## config.mk

```make
export PLATFORM = sky130hd
export DESIGN_NAME = vga_coord_fetch
export DESIGN_NICKNAME = d
export VERILOG_FILES = /design/src/rtl/vga_pkg.sv /design/src/rtl/coord_shadow_regs.sv /design/src/rtl/vga_coord_fetch.sv
export SDC_FILE = /design/constraint.sdc
export NUM_CORES = 1
export LEC_CHECK = 0
export ABC_AREA = 0
export CORE_MARGIN = 5
export CORE_UTILIZATION = 64
export CTS_BUF_LIST = sky130_fd_sc_hd__clkbuf_8
export CTS_CLUSTER_DIAMETER = 80
export DETAILED_ROUTE_END_ITERATION = 10
export PLACE_DENSITY = 0.88
export SYNTH_ARGS = -nofsm -noshare
export SYNTH_HDL_FRONTEND = slang
export SYNTH_SLANG_ARGS = --single-unit
```

## constraint.sdc

```tcl
create_clock -name clk -period 7.2 [get_ports clk]
set_input_delay 1.44 -clock clk [delete_from_list [all_inputs] [get_ports clk]]
set_output_delay 1.44 -clock clk [all_outputs]
set_load 0.02 [all_outputs]
```

## src/rtl/vga_pkg.sv

```systemverilog
// Shared definitions for the VGA coordinate fetch path: coordinate width, fetch FSM
// encoding and the vga_counter index assignments seen by the bit generator.
package vga_pkg;

  localparam int unsigned CORDW = 16;
  localparam int unsigned IDX_W = 3;

  typedef enum logic [2:0] {
    StIdle,
    StReq,
    StCapt,
    StCommit,
    StDone
  } fetch_state_e;

  localparam logic [IDX_W-1:0] IDX_MX  = 3'd1;
  localparam logic [IDX_W-1:0] IDX_MY  = 3'd2;
  localparam logic [IDX_W-1:0] IDX_P1X = 3'd3;
  localparam logic [IDX_W-1:0] IDX_P1Y = 3'd4;
  localparam logic [IDX_W-1:0] IDX_P2X = 3'd5;
  localparam logic [IDX_W-1:0] IDX_P2Y = 3'd6;

endpackage

```

## src/rtl/coord_shadow_regs.sv

```systemverilog
// Write-indexed shadow register file holding one frame of coordinates, with an
// indexed combinational read port.
module coord_shadow_regs
  import vga_pkg::*;
#(
  parameter int unsigned N_WORDS = 6,
  parameter int unsigned DATA_W  = CORDW
) (
  input  logic              clk,
  input  logic              rst,
  input  logic              we,
  input  logic [IDX_W-1:0]  waddr,
  input  logic [DATA_W-1:0] wdata,
  input  logic [IDX_W-1:0]  raddr,
  output logic [DATA_W-1:0] rdata
);

  logic [DATA_W-1:0] regs_q [N_WORDS];

  always_ff @(posedge clk or posedge rst) begin
    if (rst) begin
      for (int i = 0; i < N_WORDS; i++) regs_q[i] <= '0;
    end else if (we) begin
      for (int i = 0; i < N_WORDS; i++) begin
        if (waddr == IDX_W'(i)) regs_q[i] <= wdata;
      end
    end
  end

  always_comb begin
    rdata = '0;
    for (int i = 0; i < N_WORDS; i++) begin
      if (raddr == IDX_W'(i)) rdata = regs_q[i];
    end
  end

endmodule

```

## src/rtl/vga_coord_fetch.sv

```systemverilog
// Fetches one frame's sprite coordinates into shadow registers, then streams them to
// the bit generator as (vga_counter, data_from_mem_vga) pairs, one word per cycle.
module vga_coord_fetch
  import vga_pkg::*;
#(
  parameter int unsigned       ADDR_W    = 16,
  parameter int unsigned       DATA_W    = CORDW,
  parameter logic [ADDR_W-1:0] BASE_ADDR = 16'hFFF0,
  parameter int unsigned       N_WORDS   = 6,
  parameter int unsigned       MAX_WAIT  = 255
) (
  input  logic              clk,
  input  logic              rst,
  input  logic              fetch_start,
  output logic              mem_req,
  output logic [ADDR_W-1:0] mem_addr,
  input  logic              mem_gnt,
  input  logic [DATA_W-1:0] mem_rdata,
  output logic [IDX_W-1:0]  vga_counter,
  output logic [DATA_W-1:0] data_from_mem_vga,
  output logic              busy,
  output logic              done,
  output logic              err_overrun,
  output logic              err_timeout,
  input  logic              err_clr
);

  localparam int unsigned      WAIT_W   = $clog2(MAX_WAIT + 1);
  localparam logic [IDX_W-1:0] LAST_IDX = IDX_W'(N_WORDS - 1);

  fetch_state_e      state_q, state_d;
  logic [IDX_W-1:0]  idx_q, idx_d;
  logic [WAIT_W-1:0] wait_q, wait_d;
  logic              mem_req_q, mem_req_d;
  logic [ADDR_W-1:0] mem_addr_q, mem_addr_d;
  logic [IDX_W-1:0]  vga_counter_q, vga_counter_d;
  logic [DATA_W-1:0] data_q, data_d;
  logic              busy_q, busy_d;
  logic              done_q, done_d;
  logic              ovr_q, ovr_d;
  logic              tmo_q, tmo_d;

  logic [IDX_W-1:0]  rd_idx;
  logic [DATA_W-1:0] shadow_rdata;

  // Outputs are registered, so the read index looks one word ahead of idx_q.
  assign rd_idx = (state_q == StCommit) ? idx_q + IDX_W'(1) : '0;

  coord_shadow_regs #(
    .N_WORDS (N_WORDS),
    .DATA_W  (DATA_W)
  ) u_shadow (
    .clk   (clk),
    .rst   (rst),
    .we    (state_q == StCapt),
    .waddr (idx_q),
    .wdata (mem_rdata),
    .raddr (rd_idx),
    .rdata (shadow_rdata)
  );

  always_comb begin
    state_d       = state_q;
    idx_d         = idx_q;
    wait_d        = wait_q;
    mem_req_d     = 1'b0;
    mem_addr_d    = mem_addr_q;
    vga_counter_d = '0;
    data_d        = data_q;
    done_d        = 1'b0;
    // A new error in the same cycle as err_clr leaves the flag set.
    ovr_d         = (ovr_q & ~err_clr) | (fetch_start & (state_q != StIdle));
    tmo_d         = tmo_q & ~err_clr;

    unique case (state_q)
      StIdle: begin
        if (fetch_start) begin
          state_d    = StReq;
          idx_d      = '0;
          wait_d     = '0;
          mem_req_d  = 1'b1;
          mem_addr_d = BASE_ADDR;
        end
      end
      StReq: begin
        if (mem_gnt) begin
          state_d = StCapt;
        end else if (wait_q == WAIT_W'(MAX_WAIT - 1)) begin
          state_d = StIdle;
          wait_d  = '0;
          tmo_d   = 1'b1;
        end else begin
          wait_d    = wait_q + WAIT_W'(1);
          mem_req_d = 1'b1;
        end
      end
      StCapt: begin
        wait_d = '0;
        if (idx_q == LAST_IDX) begin
          state_d       = StCommit;
          idx_d         = '0;
          vga_counter_d = rd_idx + IDX_MX;
          data_d        = shadow_rdata;
        end else begin
          state_d    = StReq;
          idx_d      = idx_q + IDX_W'(1);
          mem_req_d  = 1'b1;
          mem_addr_d = BASE_ADDR + ADDR_W'(idx_q) + ADDR_W'(1);
        end
      end
      StCommit: begin
        if (idx_q == LAST_IDX) begin
          state_d = StDone;
          idx_d   = '0;
          done_d  = 1'b1;
        end else begin
          idx_d         = rd_idx;
          vga_counter_d = rd_idx + IDX_MX;
          data_d        = shadow_rdata;
        end
      end
      StDone: begin
        state_d = StIdle;
      end
      default: begin
        state_d = StIdle;
      end
    endcase

    busy_d = (state_d != StIdle);
  end

  always_ff @(posedge clk or posedge rst) begin
    if (rst) begin
      state_q       <= StIdle;
      idx_q         <= '0;
      wait_q        <= '0;
      mem_req_q     <= 1'b0;
      mem_addr_q    <= '0;
      vga_counter_q <= '0;
      data_q        <= '0;
      busy_q        <= 1'b0;
      done_q        <= 1'b0;
      ovr_q         <= 1'b0;
      tmo_q         <= 1'b0;
    end else begin
      state_q       <= state_d;
      idx_q         <= idx_d;
      wait_q        <= wait_d;
      mem_req_q     <= mem_req_d;
      mem_addr_q    <= mem_addr_d;
      vga_counter_q <= vga_counter_d;
      data_q        <= data_d;
      busy_q        <= busy_d;
      done_q        <= done_d;
      ovr_q         <= ovr_d;
      tmo_q         <= tmo_d;
    end
  end

  assign mem_req           = mem_req_q;
  assign mem_addr          = mem_addr_q;
  assign vga_counter       = vga_counter_q;
  assign data_from_mem_vga = data_q;
  assign busy              = busy_q;
  assign done              = done_q;
  assign err_overrun       = ovr_q;
  assign err_timeout       = tmo_q;

endmodule

```

Word-level counts from Yosys, hierarchy flattened
Index checks and enable logic that the tools add are counted.
{"block": "totals", "ff_bits": 150, "latchBits": 0, "ramBits": 0, "romBits": 0, "inputBits": 21, "out_inout_bits": 40, "wordCells": 105, "n_memories": 0}
{"block": "op_classes", "add_sub_neg": 5, "multipliers": 0, "div_mod_pow": 0, "n_lt_le_gt_ge": 0, "n_eq_ne": 19, "shifts": 0, "mux": 40, "n_bitwise": 5, "n_reduce_logical": 19}
{"op": "16-bit 2-to-1 mux", "n": 10}
{"op": "16-bit one-hot mux with 2 select lines", "n": 2}
{"op": "3-bit 2-to-1 mux", "n": 10}
{"op": "8-bit 2-to-1 mux", "n": 3}
{"op": "8-bit one-hot mux with 3 select lines", "n": 1}
{"op": "3-bit by 2-bit == test with 1-bit output (second input constant)", "n": 6}
{"op": "2-bit AND reduction", "n": 7}
{"op": "3-bit == test (second input constant)", "n": 4}
{"op": "3-bit one-hot mux with 4 select lines", "n": 1}
{"op": "3-bit nonzero test", "n": 4}
{"op": "2-bit inequality test (second input constant)", "n": 5}
{"op": "3-bit by 1-bit == test with 1-bit output (second input constant)", "n": 3}
{"op": "3-bit logical NOT", "n": 3}
{"op": "1-bit 2-to-1 mux", "n": 9}
{"op": "3-bit one-hot mux with 3 select lines", "n": 1}
{"op": "3-bit AND reduction", "n": 3}
{"op": "8-bit by 1-bit adder with 8-bit output (second input constant)", "n": 1}
{"op": "8-bit == test (second input constant)", "n": 1}
{"op": "6-bit by 2-bit adder with 7-bit output (second input constant)", "n": 1}
{"op": "3-bit by 1-bit adder with 3-bit output (second input constant)", "n": 2}
{"op": "5-bit by 4-bit adder with 6-bit output (first input constant)", "n": 1}
{"op": "3-bit one-hot mux with 2 select lines", "n": 1}
{"op": "2-bit nonzero test", "n": 2}
{"op": "1-bit bitwise AND", "n": 3}
{"op": "other kinds (4)", "n": 4}

Depth between registers and ports, before layout
{"block": "depth", "depth_word": 11, "ltp_mapped": 12, "mapped_depth_nobuf": 10}

Modules after synthesis
From an unflattened synthesis, not the netlist that was laid out.
{"block": "unflattened", "hier_cells": 485, "hier_area_um2": 6503.7}
{"module": "coord_shadow_regs", "n_inst": 1, "cells_each": 304, "area_each_um2": 4498.1, "seq_area_each_um2": 2402.3}
{"module": "vga_coord_fetch", "n_inst": 1, "cells_each": 181, "area_each_um2": 2005.7, "seq_area_each_um2": 1076.0}

Worst setup path before layout
No wires, ideal clock.
{"block": "synth_timing", "kind": "input-to-reg", "from": "input port mem_gnt", "to": "register wait_q[5]", "setup_ns": 0.078, "arrival_ns": 2.685, "required_ns": 7.122, "setup_slack_ns": 4.437, "stages": 4, "path_buffers": 0, "cell_sequence": "or3b_4 > a21o_4 > or4_1 > a21oi_1"}
{"block": "synth_via", "elab_chain_cells": 2}
{"element": "start, declared", "line": "vga_coord_fetch.sv:17", "source": "input logic mem_gnt,"}
{"element": "2-bit inequality test (no line)"}
{"element": "3-bit AND reduction (no line)"}
{"element": "end signal, assigned", "line": "vga_coord_fetch.sv:149", "source": "wait_q <= wait_d;"}
{"element": "end, declared", "line": "vga_coord_fetch.sv:33", "source": "logic [WAIT_W-1:0] wait_q, wait_d;"}
Every way passes these cells.
A chain may end at the register's enable or synchronous reset.

Final worst setup path
{"block": "layout_timing", "from": "register idx_q[0]", "to": "register data_q[10] (netlist: data_from_mem_vga[10])"}
{"block": "layout_via", "elab_chain_cells": 11, "elab_cells_between_ends": 21, "classes_between": "1 x add/sub; 8 x eq/ne; 10 x mux; 2 x reduce/logical"}
{"element": "start, declared", "line": "vga_coord_fetch.sv:32", "source": "logic [IDX_W-1:0] idx_q, idx_d;"}
{"element": "start signal, assigned", "line": "vga_coord_fetch.sv:148", "source": "idx_q <= idx_d;"}
{"element": "3-bit by 1-bit adder with 3-bit output", "line": "vga_coord_fetch.sv:47", "source": "assign rd_idx = (state_q == StCommit) ? idx_q + IDX_W'(1) : '0;"}
{"element": "3-bit 2-to-1 mux", "line": "vga_coord_fetch.sv:47"}
{"element": "3-bit logical NOT", "line": "coord_shadow_regs.sv:33", "source": "if (raddr == IDX_W'(i)) rdata = regs_q[i];"}
{"element": "16-bit 2-to-1 mux (6 in series)", "line": "coord_shadow_regs.sv:33"}
{"element": "16-bit 2-to-1 mux (on tied branches)", "line": "vga_coord_fetch.sv:112, vga_coord_fetch.sv:99"}
{"element": "16-bit one-hot mux with 2 select lines", "line": "vga_coord_fetch.sv:75", "source": "unique case (state_q)"}
{"element": "end signal, assigned", "line": "vga_coord_fetch.sv:153", "source": "data_q <= data_d;"}
{"element": "end, declared", "line": "vga_coord_fetch.sv:37", "source": "logic [DATA_W-1:0] data_q, data_d;"}
Several ways; a longest one is shown, not always the timed one. The select of a mux whose other input is x is not followed.

==> results.md <==
* RSZ-0062 raised after global routing: false
* Pin slew with the least headroom to its limit at 1.12 ns
* Slew HR at 24.9%
* H-tree levels at 4
* Root buffer cell: clkbuf_8
* Seq/Total Area, Yosys at 53.1%
* Outcome: finished clean
* Startpoint Class: register
* Layout Skew at 0.00750 ns
* Fill cell count at 635
* Final wirelength at 14.8 mm
* Final setup vio count at 0
* Routability congestion estimate from global placement at 0.864
* Initial core utilization at 64.6%
* CTS tree: built
* Die Footprint at 12400 sq um
* CP Max Fanout at 34
* CP Class: register to register
* Pin count of the biggest net entering global routing at 82
* Number of global-route vias before repair at 4830
* Final max-slew violation count at 0
* Core Region at 10100 sq um
* Worst Hold Class: register to register
* Vias at 4683
* Post_cts resized at 0
* FF-to-FF End: data_from_mem_vga[10]
* Avg WL per Cell at 19.6 um
* Crit path largest cell delay at 0.82 ns
* Fin util at 74.5%
* Synth Flop Type: dfrtp_1
* Critical path's slowest cell: and4bb_2
* Initial antenna violation count at 0
* Mapped Cells at 569
* Avg Inst Size Synth at 11.5 sq um
* Hold depth at 2
* CP cell instances: ha_1, ha_1, and4bb_2, inv_2, ha_1, nand3b_1, o221ai_1, a311oi_1
* Dpl hpwl at 9.30 mm
* Die Wd at 111 um
* Hold endpoint: mem_addr[1]
* Clock Pin Slew Worst Setup and Hold Paths at 0.07 ns
* Hold Crit Start: mem_addr[1]
* CP required at 7.46 ns
* Commonest non-fill, non-tap cell in the layout: dfrtp_1
* Yosys cell types at 45
* IO Pins at 61
* Critical Path Most Common Cell: ha_1
* Most frequent cells in the layout: 139 x dfrtp_1, 96 x mux2_2, 60 x clkdlybuf4s50_1
* CP endpoint kind: register
* Power per Cell Area at 460 nW/um^2
* Iter 0 DRT Violations at 284
* Area growth, synth to finish at 15.4%
* Register bit total from synthesis at 139
* Path depth of the worst reg2reg path at 8
* Hold buffers post-CTS at 0
* Global-route wire length before repair at 24.8 mm
* Arr. time, crit path at 4.29 ns
* Final setup TNS at 0 ns
* Rows at 37
* Routed vias/inst at 6.20
* FF+latch area at 3480 sq um
* Layout Nets at 640
* Clk buf depth at 2
* Share of cells above drive strength 1 at 22.5%
* PortBufs at 60
* DIE HEIGHT at 111 um
* Synthesized cell area at 6550 sq um
* Final hold viol count at 0
* GRT Resource Usage Total at 25.3%
* Ys async rst share at 100%
* Cell family with most CP delay: simple AND/OR/NAND/NOR gates
* Ys Warns at 0
* Max-cap viol count at 0
* Total congestion overflow at 0
* Syn_nets at 602
* Clock Sinks at 139
* DRC at 0
* Fin crit share at 56.0%
* Fin crit period at 4.03 ns
* Worst path bufs/invs at 1
* Ant diodes at 0
* Leakage power at 3.20 nW
* Postcts setup bufs at 0
* EDFF count, synth at 0
* F_max at 248 MHz
* R2r setup slk at 3.17 ns
* Footprint of the multi-input gates at 2790 sq um
* FF-to-FF Start: idx_q[0]
* DRT Pass-1 Iters at 5
* Worst skew pair latency at 0.45 ns
* Fin Hold WS at 0.488 ns
* Antenna viol nets, final at 0
* CTS buffer count at 17
* Max VDD drop at 220 uV
## power breakdown
part	switching, mW	total (mW)	internal (mW)
clock network	0.277	0.699	0.422
logic	0.769	1.44	0.666
registers	0.220	1.34	1.12
## synth_stat cells, types with 2 or more instances
master,n,share of area [%]
a211oi_1,4,0.46
mux2_2,96,17
nand3b_1,18,2.1
a21oi_1,38,2.9
nand2b_1,5,0.48
o31ai_1,3,0.34
or4_1,2,0.23
ha_1,12,2.3
o21bai_1,2,0.23
a31oi_1,2,0.19
o21ai_0,14,1.1
and2_1,4,0.38
clkbuf_1,17,0.97
a21o_1,2,0.23
o221ai_1,15,2.0
nor2_1,25,1.4
xnor2_1,3,0.40
nor2b_1,20,1.9
buf_2,13,0.99
buf_4,14,1.6
a311oi_1,16,2.1
nand2_1,50,2.9
o41ai_1,2,0.27
inv_1,9,0.52
nand3_1,8,0.61
dfrtp_1,139,53
nand4_1,2,0.19
nor3_1,15,1.1
nand2_2,3,0.29
## final cells by class
cell class	instances	share of cell area, %
Tap cell	136	2.25
Sequential cell	139	46.1
Multi-Input combinational cell	375	37.0
Inverter	10	0.530
Clock inverter	12	2.39
Timing Repair Buffer	64	8.35
Clock buffer	19	3.46
## kinds of logic after synthesis
family                   after synthesis  synth area share (%)
flip-flops                           139                  53.1
buffers and inverters                 55                  4.22
adder cells (fa/ha/maj)               12                  2.29
AND/OR/NAND/NOR                      159                  12.6
XOR/XNOR                               3                 0.401
AO/OA/AOI/OAI                        104                  10.7
multiplexers                          97                  16.7
## how the worst max path moves through the flow
stage,to,start,cells past startpoint,slack (ns)
3_5_place_dp,data_from_mem_vga[10],idx_q[0],8,3.31
5_1_grt,data_from_mem_vga[10],idx_q[0],8,3.02
6_report,data_from_mem_vga[10],idx_q[0],8,3.17
2_1_floorplan,busy,rst,1,2.04
4_1_cts,data_from_mem_vga[10],idx_q[0],8,3.27
3_3_place_gp,data_from_mem_vga[7],idx_q[0],8,3.52
## per-stage QoR
step                      setup slack [ns]  power [mW]  cells  instance area (sq um)
after CTS                             3.27        3.47    755                   7550
after global placement                3.52        2.67    724                   7110
after floorplan                       2.04        2.33    569                   6550
after detailed placement              3.31        2.76    724                   7110
final                                 3.17        3.47    755                   7550
after global routing                  3.02        3.68    755                   7550
## tightest hold or removal path, cell delays in order (launching register included)
cell and delay [ns]:
dfrtp_1 0.34, nand2_1 0.05, o21ai_0 0.06
## metal layers
layer | up-vias | track usage, % | wire (um)
met1 | 2359 | 34.4 | 6410
li1 | 2103 | - | -
met3 | 36 | 6.00 | 964
met4 | 0 | 11.4 | 363
met2 | 185 | 38.9 | 7060
met5 | - | 0 | 0
## registers in the layout (all words and copies together), names as in the netlist, 3 cells and up
signal,cells
state_q,3
idx_q,3
u_shadow.regs_q,96
mem_addr,5
vga_counter,3
data_from_mem_vga,16
wait_q,8
Note: power is estimated with default switching activity, not from simulation.
